`config.mk`:
```
export PLATFORM = sky130hd
export DESIGN_NAME = merge_data_nch
export DESIGN_NICKNAME = d
export VERILOG_FILES = /design/src/rtl/merge_data_nch.sv
export SDC_FILE = /design/constraint.sdc
export NUM_CORES = 1
export LEC_CHECK = 0
export BUFFER_PORTS_ARGS = -buffer_cell sky130_fd_sc_hd__clkbuf_2
export CORE_MARGIN = 2
export CORE_UTILIZATION = 42
export DETAILED_ROUTE_END_ITERATION = 12
export PLACE_DENSITY_LB_ADDON = 0.1
export SLEW_MARGIN = 5
export SYNTH_ARGS = -nofsm -noshare
export SYNTH_HDL_FRONTEND = slang
export SYNTH_SLANG_ARGS = --single-unit
```
`constraint.sdc`:
```
create_clock -name clk -period 2.6 [get_ports clk]
set_input_delay 0.26 -clock clk [delete_from_list [all_inputs] [get_ports clk]]
set_output_delay 0.26 -clock clk [all_outputs]
set_load 0.005 [all_outputs]
```
`src/rtl/merge_data_nch.sv`:
```
// Serial-to-parallel frame merger: MSB-first bits into NUM_CH x WIDTH frames on a valid/ready output.
// Optional even-parity trailer per frame when MERGE_DATA_NCH_PARITY_CHECK_EN is defined.
module merge_data_nch #(
  parameter int WIDTH  = 16,
  parameter int NUM_CH = 2,
  parameter int CNT_W  = 16
) (
  input  logic                      clk,
  input  logic                      rst,
  input  logic                      start_i,
  input  logic                      bit_valid_i,
  input  logic                      bit_i,
  output logic [NUM_CH*WIDTH-1:0]   data_o,
  output logic                      valid_o,
  input  logic                      ready_i,
  output logic                      overflow_o,
  output logic                      parity_err_o,
  output logic [CNT_W-1:0]          frame_cnt_o
);

  localparam int FW  = NUM_CH * WIDTH;
  localparam int BCW = (WIDTH  > 1) ? $clog2(WIDTH)  : 1;
  localparam int CCW = (NUM_CH > 1) ? $clog2(NUM_CH) : 1;
  localparam logic [BCW-1:0] BIT_LAST = BCW'(WIDTH - 1);
  localparam logic [CCW-1:0] CH_LAST  = CCW'(NUM_CH - 1);

`ifdef MERGE_DATA_NCH_PARITY_CHECK_EN
  // The whole frame must survive one extra bit time for the parity check.
  localparam int SRW = FW;
  typedef enum logic [1:0] {S_IDLE, S_COLLECT, S_PARITY} state_t;
`else
  // Once a frame completes the oldest bit is never read again, so FW-1 history bits suffice.
  localparam int SRW = FW - 1;
  typedef enum logic [1:0] {S_IDLE, S_COLLECT} state_t;
`endif

  // Output handshake: data_o is offered while valid_o=1 and is taken on any
  // rising edge where valid_o && ready_i; data_o never changes while valid_o=1
  // unless that same edge also accepts the previous frame.

  state_t           state_q, state_d;
  logic [SRW-1:0]   shreg_q, shreg_d;
  logic [BCW-1:0]   bit_cnt_q, bit_cnt_d;
  logic [CCW-1:0]   ch_cnt_q, ch_cnt_d;
  logic [FW-1:0]    data_q, data_d;
  logic             valid_q, valid_d;
  logic             ovf_q, ovf_d;
  logic             perr_q, perr_d;
  logic [CNT_W-1:0] cnt_q, cnt_d;

  logic [FW-1:0]    shift_word;
  logic [FW-1:0]    cand;
  logic             cand_rdy;
  logic             last_bit;

  assign shift_word = {shreg_q[FW-2:0], bit_i};
  assign last_bit   = (bit_cnt_q == BIT_LAST) && (ch_cnt_q == CH_LAST);

  always_comb begin
    state_d   = state_q;
    shreg_d   = shreg_q;
    bit_cnt_d = bit_cnt_q;
    ch_cnt_d  = ch_cnt_q;
    data_d    = data_q;
    valid_d   = valid_q;
    ovf_d     = ovf_q;
    perr_d    = 1'b0;
    cnt_d     = cnt_q;
    cand      = shift_word;
    cand_rdy  = 1'b0;

    if (valid_q && ready_i) begin
      valid_d = 1'b0;
    end

    case (state_q)
      S_IDLE: begin
        if (start_i) begin
          state_d = S_COLLECT;
        end
      end
      S_COLLECT: begin
        if (!start_i) begin
          state_d   = S_IDLE;
          shreg_d   = '0;
          bit_cnt_d = '0;
          ch_cnt_d  = '0;
        end else if (bit_valid_i) begin
          shreg_d = shift_word[SRW-1:0];
          if (last_bit) begin
            bit_cnt_d = '0;
            ch_cnt_d  = '0;
`ifdef MERGE_DATA_NCH_PARITY_CHECK_EN
            state_d   = S_PARITY;
`else
            cand      = shift_word;
            cand_rdy  = 1'b1;
`endif
          end else if (bit_cnt_q == BIT_LAST) begin
            bit_cnt_d = '0;
            ch_cnt_d  = ch_cnt_q + 1'b1;
          end else begin
            bit_cnt_d = bit_cnt_q + 1'b1;
          end
        end
      end
`ifdef MERGE_DATA_NCH_PARITY_CHECK_EN
      S_PARITY: begin
        if (!start_i) begin
          state_d   = S_IDLE;
          shreg_d   = '0;
          bit_cnt_d = '0;
          ch_cnt_d  = '0;
        end else if (bit_valid_i) begin
          state_d = S_COLLECT;
          shreg_d = '0;
          // Even parity: data ones plus the parity bit must total an even count.
          if ((^shreg_q) == bit_i) begin
            cand     = shreg_q;
            cand_rdy = 1'b1;
          end else begin
            perr_d = 1'b1;
          end
        end
      end
`endif
      default: begin
        state_d = S_IDLE;
      end
    endcase

    if (!start_i) begin
      ovf_d = 1'b0;
    end

    if (cand_rdy) begin
      if (!valid_q || ready_i) begin
        data_d  = cand;
        valid_d = 1'b1;
        cnt_d   = cnt_q + 1'b1;
      end else begin
        ovf_d = 1'b1;
      end
    end
  end

  always_ff @(posedge clk or negedge rst) begin
    if (!rst) begin
      state_q   <= S_IDLE;
      shreg_q   <= '0;
      bit_cnt_q <= '0;
      ch_cnt_q  <= '0;
      data_q    <= '0;
      valid_q   <= 1'b0;
      ovf_q     <= 1'b0;
      perr_q    <= 1'b0;
      cnt_q     <= '0;
    end else begin
      state_q   <= state_d;
      shreg_q   <= shreg_d;
      bit_cnt_q <= bit_cnt_d;
      ch_cnt_q  <= ch_cnt_d;
      data_q    <= data_d;
      valid_q   <= valid_d;
      ovf_q     <= ovf_d;
      perr_q    <= perr_d;
      cnt_q     <= cnt_d;
    end
  end

  assign data_o       = data_q;
  assign valid_o      = valid_q;
  assign overflow_o   = ovf_q;
  assign parity_err_o = perr_q;
  assign frame_cnt_o  = cnt_q;

endmodule

```
### Word-level counts from Yosys, hierarchy flattened

Index checks and enable logic that the tools add are counted.

| word-level totals | value |
|---|---|
| register bits after elaboration | 88 |
| bits of input ports | 6 |
| output and inout bits | 51 |
| logic and storage cells | 49 |

| operators by class | value |
|---|---|
| add/sub/neg operators | 3 |
| eq/ne operators | 6 |
| muxes and demuxes | 23 |
| reductions and logical operators | 9 |

Operator list:

| kind | count |
|---|---|
| two-way mux 31 bit | 2 |
| adder 16 x 1 -> 16 bit, second input constant | 1 |
| two-way mux 4 bit | 4 |
| two-way mux 1 bit | 14 |
| AND reduction 2 bit | 3 |
| adder 4 x 1 -> 4 bit, second input constant | 1 |
| equality test 4 bit, second input constant | 1 |
| two-way mux 2 bit | 2 |
| inequality test 2 bit, second input constant | 2 |
| case mux 2 bit (2 select lines) | 1 |
| inequality test 3 x 1 -> 1 bit, second input constant | 1 |
| AND reduction 3 bit | 1 |
| equality test 2 x 1 -> 1 bit, second input constant | 1 |
| logical AND 1 bit | 2 |
| zero test 2 bit | 1 |
| inequality test 2 x 1 -> 1 bit, second input constant | 1 |
| adder 1 bit, second input constant | 1 |
| zero test 1 bit | 1 |
| logical OR 1 bit | 1 |

### Logic depth before layout (Yosys ltp)

| depth | value |
|---|---|
| depth after elaboration | 7 |
| mapped depth | 7 |
| gate-level depth less buffers | 5 |

### Worst setup path before layout

OpenSTA, ideal clock, no wires.

| timing path | value |
|---|---|
| path type | register to register |
| start point | reg bit_cnt_q[0] |
| end point | reg cnt_q[7], in the netlist frame_cnt_o[7] |
| library setup time | 0.125 ns |
| data arrival time | 1.468 ns |
| data required time | 2.475 ns |
| path slack | 1.007 ns |
| stages on the path, launching flop included | 7 |
| path buffers | 1 |
| clock period less this slack | 1.593 ns |
| cell sequence | dfrtp_1 -> ha_1 -> and3_1 -> and4_1 -> buf_4 -> and3_1 -> xor2_1 |

| between the ends | value |
|---|---|
| cells in the longest elaborated chain, start to end | 7 |

RTL lines:

| what | RTL line | source |
|---|---|---|
| start, declared | 43 | `logic [BCW-1:0] bit_cnt_q, bit_cnt_d;` |
| start signal, assigned | 161 | `bit_cnt_q <= bit_cnt_d;` |
| equality test 4 bit | 57 | `assign last_bit = (bit_cnt_q == BIT_LAST) && (ch_cnt_q == CH_LAST);` |
| logical AND 1 bit | 57 |  |
| two-way mux 1 bit | 90 | `if (last_bit) begin` |
| two-way mux 1 bit | 88 | `end else if (bit_valid_i) begin` |
| two-way mux 1 bit | 83 | `if (!start_i) begin` |
| two-way mux 1 bit | 76 | `case (state_q)` |
| AND reduction 2 bit (no line) | - |  |
| end signal, assigned | 167 | `cnt_q <= cnt_d;` |
| end, declared | 49 | `logic [CNT_W-1:0] cnt_q, cnt_d;` |

Every way passes these cells.
A chain may end at the register's enable or synchronous reset.

### Worst setup path in the final report

| timing path | value |
|---|---|
| start point | reg bit_cnt_q[0] |
| end point | reg cnt_q[12], in the netlist frame_cnt_o[12] |

The elaborated chain is that of the path after synthesis.

==> results.sh <==
export IMPL_post_cts_sizing=0
export IMPL_holdCritPathClass="in -> reg"
export IMPL_htree_levels=3
export IMPL_place_detailed_hpwl_microns=4340
export IMPL_cts_root_buf="sky130_fd_sc_hd__clkbuf_8"
export IMPL_overflow=0
export IMPL_synth_edf_count=0
export IMPL_synth_compound_area_share_pct=10.4
export IMPL_finalCriticalPeriod_ns=1.98
export IMPL_vdd_drop_max_mv=0.311
export IMPL_clock_sinks=87
export IMPL_n_antenna_cell=0
export IMPL_worst_setup_path_end_kind="register"
export IMPL_yosysMostFrequentCell="sky130_fd_sc_hd__nand2_1"
export IMPL_worstPathRequired_ns=2.88
export IMPL_post_synth_instance_area_sq_um=3440
export IMPL_cp_buffers_inverters=0
export IMPL_post_synth_top_area_fraction_pct=63.2
export IMPL_power_leakage_uw=0.00224
export IMPL_post_drt_via_cell_ratio=5.04
export IMPL_kind_of_start_point_of_the_critical_path="register"
export IMPL_worstHoldEndpoint="state_q[0]"
export IMPL_synth_area_top_cells="sky130_fd_sc_hd__dfrtp_1 63%, sky130_fd_sc_hd__nand2_1 12%, sky130_fd_sc_hd__a22o_1 8.1%"
export IMPL_gp_congestion=0.757
export IMPL_power_density_cell_area_nw_per_um2=656
export IMPL_synth_cell_type_count=30
export IMPL_relSlewSlack_pct=43.0
export IMPL_synthArstFlopShare_pct=100
export IMPL_pre_cts_ws_ns=0.652
export IMPL_maxSlewViolCount=0
export IMPL_placed_cell_area_sq_um=3820
export IMPL_synthMuxAreaShare_pct=0
export IMPL_grt_first_pass_wirelength_microns=11500
export IMPL_worstHoldPathCells=1
export IMPL_first_drt_iteration_drcs=88
export IMPL_dr_total_vias=2409
export IMPL_route_detailed_wl_per_inst_microns=14.1
export IMPL_core_area_sq_um=8090
export IMPL_seq_area_frac_synth_pct=63.2
export IMPL_post_synth_xor_area_fraction_pct=3.82
export IMPL_area_growth_pct=19.2
export IMPL_fin_area_sq_um=4100
export IMPL_pin_count_of_the_biggest_net_entering_global_routing=51
export IMPL_synthAdderAreaFrac_pct=0.727
export IMPL_tritoncts="done"
export IMPL_setup_violations_final=0
export IMPL_cp_max_fo=23
export IMPL_synth_top_cell_by_area="sky130_fd_sc_hd__dfrtp_1"
export IMPL_cts_post_setup_buffers_inserted=0
export IMPL_detail_route_wirelength_microns=6720
export IMPL_critical_path_arrival_ns=2.25
export IMPL_synthesis_nets=318
export IMPL_globalRouteTotalUtil_pct=16.9
export IMPL_ys_ff_latch=87
export IMPL_fin_hold_viols=0
export IMPL_post_layout_nets=376
export IMPL_crit_family="simple AND/OR/NAND/NOR gates"
export IMPL_cts_reportedPaths_clkPinSlew_ns=0.08
export IMPL_fp_dieArea_sq_um=8940
export IMPL_design_power_total_uw=2690
export IMPL_timing_final_ws_setup_ns=0.624
export IMPL_die_h_microns=94.5
export IMPL_holdCritStartpoint="start_i"
export IMPL_timing_worst_slew_pin_value_ns=0.854
export IMPL_clock_latency_ns=0.35
export IMPL_cap_viol_max_count=0
export IMPL_ys_flop_type="sky130_fd_sc_hd__dfrtp_1"
export IMPL_yosys_area_share_simple_pct=18.2
export IMPL_period_share_pct=76.0
export IMPL_post_synth_most_frequent_cells="107 x sky130_fd_sc_hd__nand2_1, 87 x sky130_fd_sc_hd__dfrtp_1, 32 x sky130_fd_sc_hd__a22o_1"
export IMPL_rows=33
export IMPL_floorplan_die_width_microns=94.5
export IMPL_grt_antenna_before_repair=0
export IMPL_number_of_cells_on_the_worst_reg_to_reg_path=5
export IMPL_cp_slowest_stage_delay_ns=0.41
export IMPL_io_buffers=55
export IMPL_totalNegativeSetupSlack_ns=0
export IMPL_rsz0062_at_grt="false"
export IMPL_ant_nets=0
export IMPL_synth_top_family_by_area="simple AND/OR/NAND/NOR gates"
export IMPL_cts_buffers=9
export IMPL_path_class="reg -> reg"
export IMPL_layout_drive_gt1_share_pct=22.3
export IMPL_syn_area_per_cell_sq_um=11.1
export IMPL_highest_clock_frequency_the_design_can_meet_mhz=506
export IMPL_critPathSlowestCell="sky130_fd_sc_hd__dfrtp_1"
export IMPL_fillCellCount=753
export IMPL_crit_path_cell_trace="ha_1, and3_1, nand4_4, nor4_2, xor2_1"
export IMPL_ys_warn_count=0
export IMPL_synth_instances=310
export IMPL_clock_skew_ns=0.0103
export IMPL_regToRegStartpoint="bit_cnt_q[0]"
export IMPL_io_pins=57
export IMPL_first_pass_detailed_route_iteration_total=4
export IMPL_first_global_vias=2364
export IMPL_crit_reg2reg_capture="frame_cnt_o[12]"
export IMPL_clock_path_buffers=2
export IMPL_timing_reg2reg_setup_slack_ns=0.62
export IMPL_post_route_drc_count=0
export IMPL_floorplan_initialDensity_pct=42.5
export IMPL_fin_hold_ws_ns=0.0882
export IMPL_status="finished clean"
through the flow:
step / instances / util (%)
after floorplan: 310 / -
after global placement: 461 / 47.2
after detailed placement: 461 / 47.2
after CTS: 478 / 50.7
after global routing: 478 / 50.7
final: 478 / 50.7
metal layers:
layer  global-route usage [%]  vias up  wire [microns]
met2                     25.7       53            3040
li1                         -     1164               -
met3                     3.35       10             265
met1                     23.3     1182            3270
met5                        0        -               0
met4                     8.33        0             138
layout by cell type, fill, tap and decap left out:
master	count
sky130_fd_sc_hd__conb_1	1
sky130_fd_sc_hd__and3_1	6
sky130_fd_sc_hd__nor3_1	5
sky130_fd_sc_hd__nand2_1	107
sky130_fd_sc_hd__xnor2_1	7
sky130_fd_sc_hd__nand4_1	4
sky130_fd_sc_hd__dfrtp_1	87
sky130_fd_sc_hd__a21oi_1	2
sky130_fd_sc_hd__clkbuf_2	54
sky130_fd_sc_hd__nor4_2	2
sky130_fd_sc_hd__inv_1	5
sky130_fd_sc_hd__o21a_1	1
sky130_fd_sc_hd__nor2_1	2
sky130_fd_sc_hd__nor3_4	1
sky130_fd_sc_hd__dlygate4sd3_1	1
sky130_fd_sc_hd__ha_1	2
sky130_fd_sc_hd__nand4_4	1
sky130_fd_sc_hd__buf_12	1
sky130_fd_sc_hd__o41ai_1	1
sky130_fd_sc_hd__o31ai_1	1
sky130_fd_sc_hd__and4_1	3
sky130_fd_sc_hd__nand3_1	7
sky130_fd_sc_hd__bufinv_16	4
sky130_fd_sc_hd__o2111ai_1	1
sky130_fd_sc_hd__clkbuf_8	10
sky130_fd_sc_hd__xor2_1	8
sky130_fd_sc_hd__a22o_1	32
sky130_fd_sc_hd__clkbuf_1	1
sky130_fd_sc_hd__nand2b_1	1
sky130_fd_sc_hd__o21ai_0	4
sky130_fd_sc_hd__clkinv_4	1
sky130_fd_sc_hd__a21o_1	1
sky130_fd_sc_hd__buf_4	8
sky130_fd_sc_hd__o21ai_2	1
state kept, by name, indices dropped and copies added, names as in the netlist:
name / flops
bit_cnt_q: 4
state_q: 1
data_o: 32
ch_cnt_q: 1
valid_o: 1
frame_cnt_o: 16
shreg_q: 31
overflow_o: 1
power by group:
| group | switching [uW] | internal, uW | leakage, uW | total (uW) |
|---|---|---|---|---|
| Combinational | 58.0 | 25.0 | 0.000916 | 83.0 |
| Sequential | 15.2 | 1360 | 0.00119 | 1380 |
| Clock | 467 | 764 | 0.000134 | 1230 |
| Total | 540 | 2150 | 0.00224 | 2690 |
timing repair:
action	4_1_cts	5_1_grt
hold buffers	1	0
setup endpoints to repair	0	0
hold endpoints to repair	49	0
cell type report:
cell class / instances / area, sq um / share of cell area, %
clock inverter: 5 / 129 / 3.14
timing repair buffer: 64 / 360 / 8.78
multi-input combinational: 201 / 1150 / 27.9
sequential: 87 / 2180 / 53.0
inverter: 5 / 18.8 / 0.457
clock buffer: 11 / 141 / 3.45
tap: 105 / 131 / 3.20
worst max-delay path by stage:
stage               cells past startpoint    startpoint  slack (ns)         endpoint
global placement                        5  bit_cnt_q[0]        0.70  frame_cnt_o[15]
floorplan                               6  bit_cnt_q[0]        1.01   frame_cnt_o[7]
finish                                  5  bit_cnt_q[0]        0.62  frame_cnt_o[12]
detailed placement                      5  bit_cnt_q[0]        0.65  frame_cnt_o[12]
global route                            5  bit_cnt_q[0]        0.44  frame_cnt_o[12]
CTS                                     5  bit_cnt_q[0]        0.63  frame_cnt_o[12]
kinds of logic (layout without fill, tap and decap cells):
group | Yosys count | count (layout)
adder cells (fa/ha/maj) | 2 | 2
buffers and inverters | 22 | 85
AO/OA/AOI/OAI | 44 | 44
XOR/XNOR | 15 | 15
other | 1 | 1
flip-flops | 87 | 87
AND/OR/NAND/NOR | 139 | 139
Note: power is estimated with default switching activity, not from simulation.
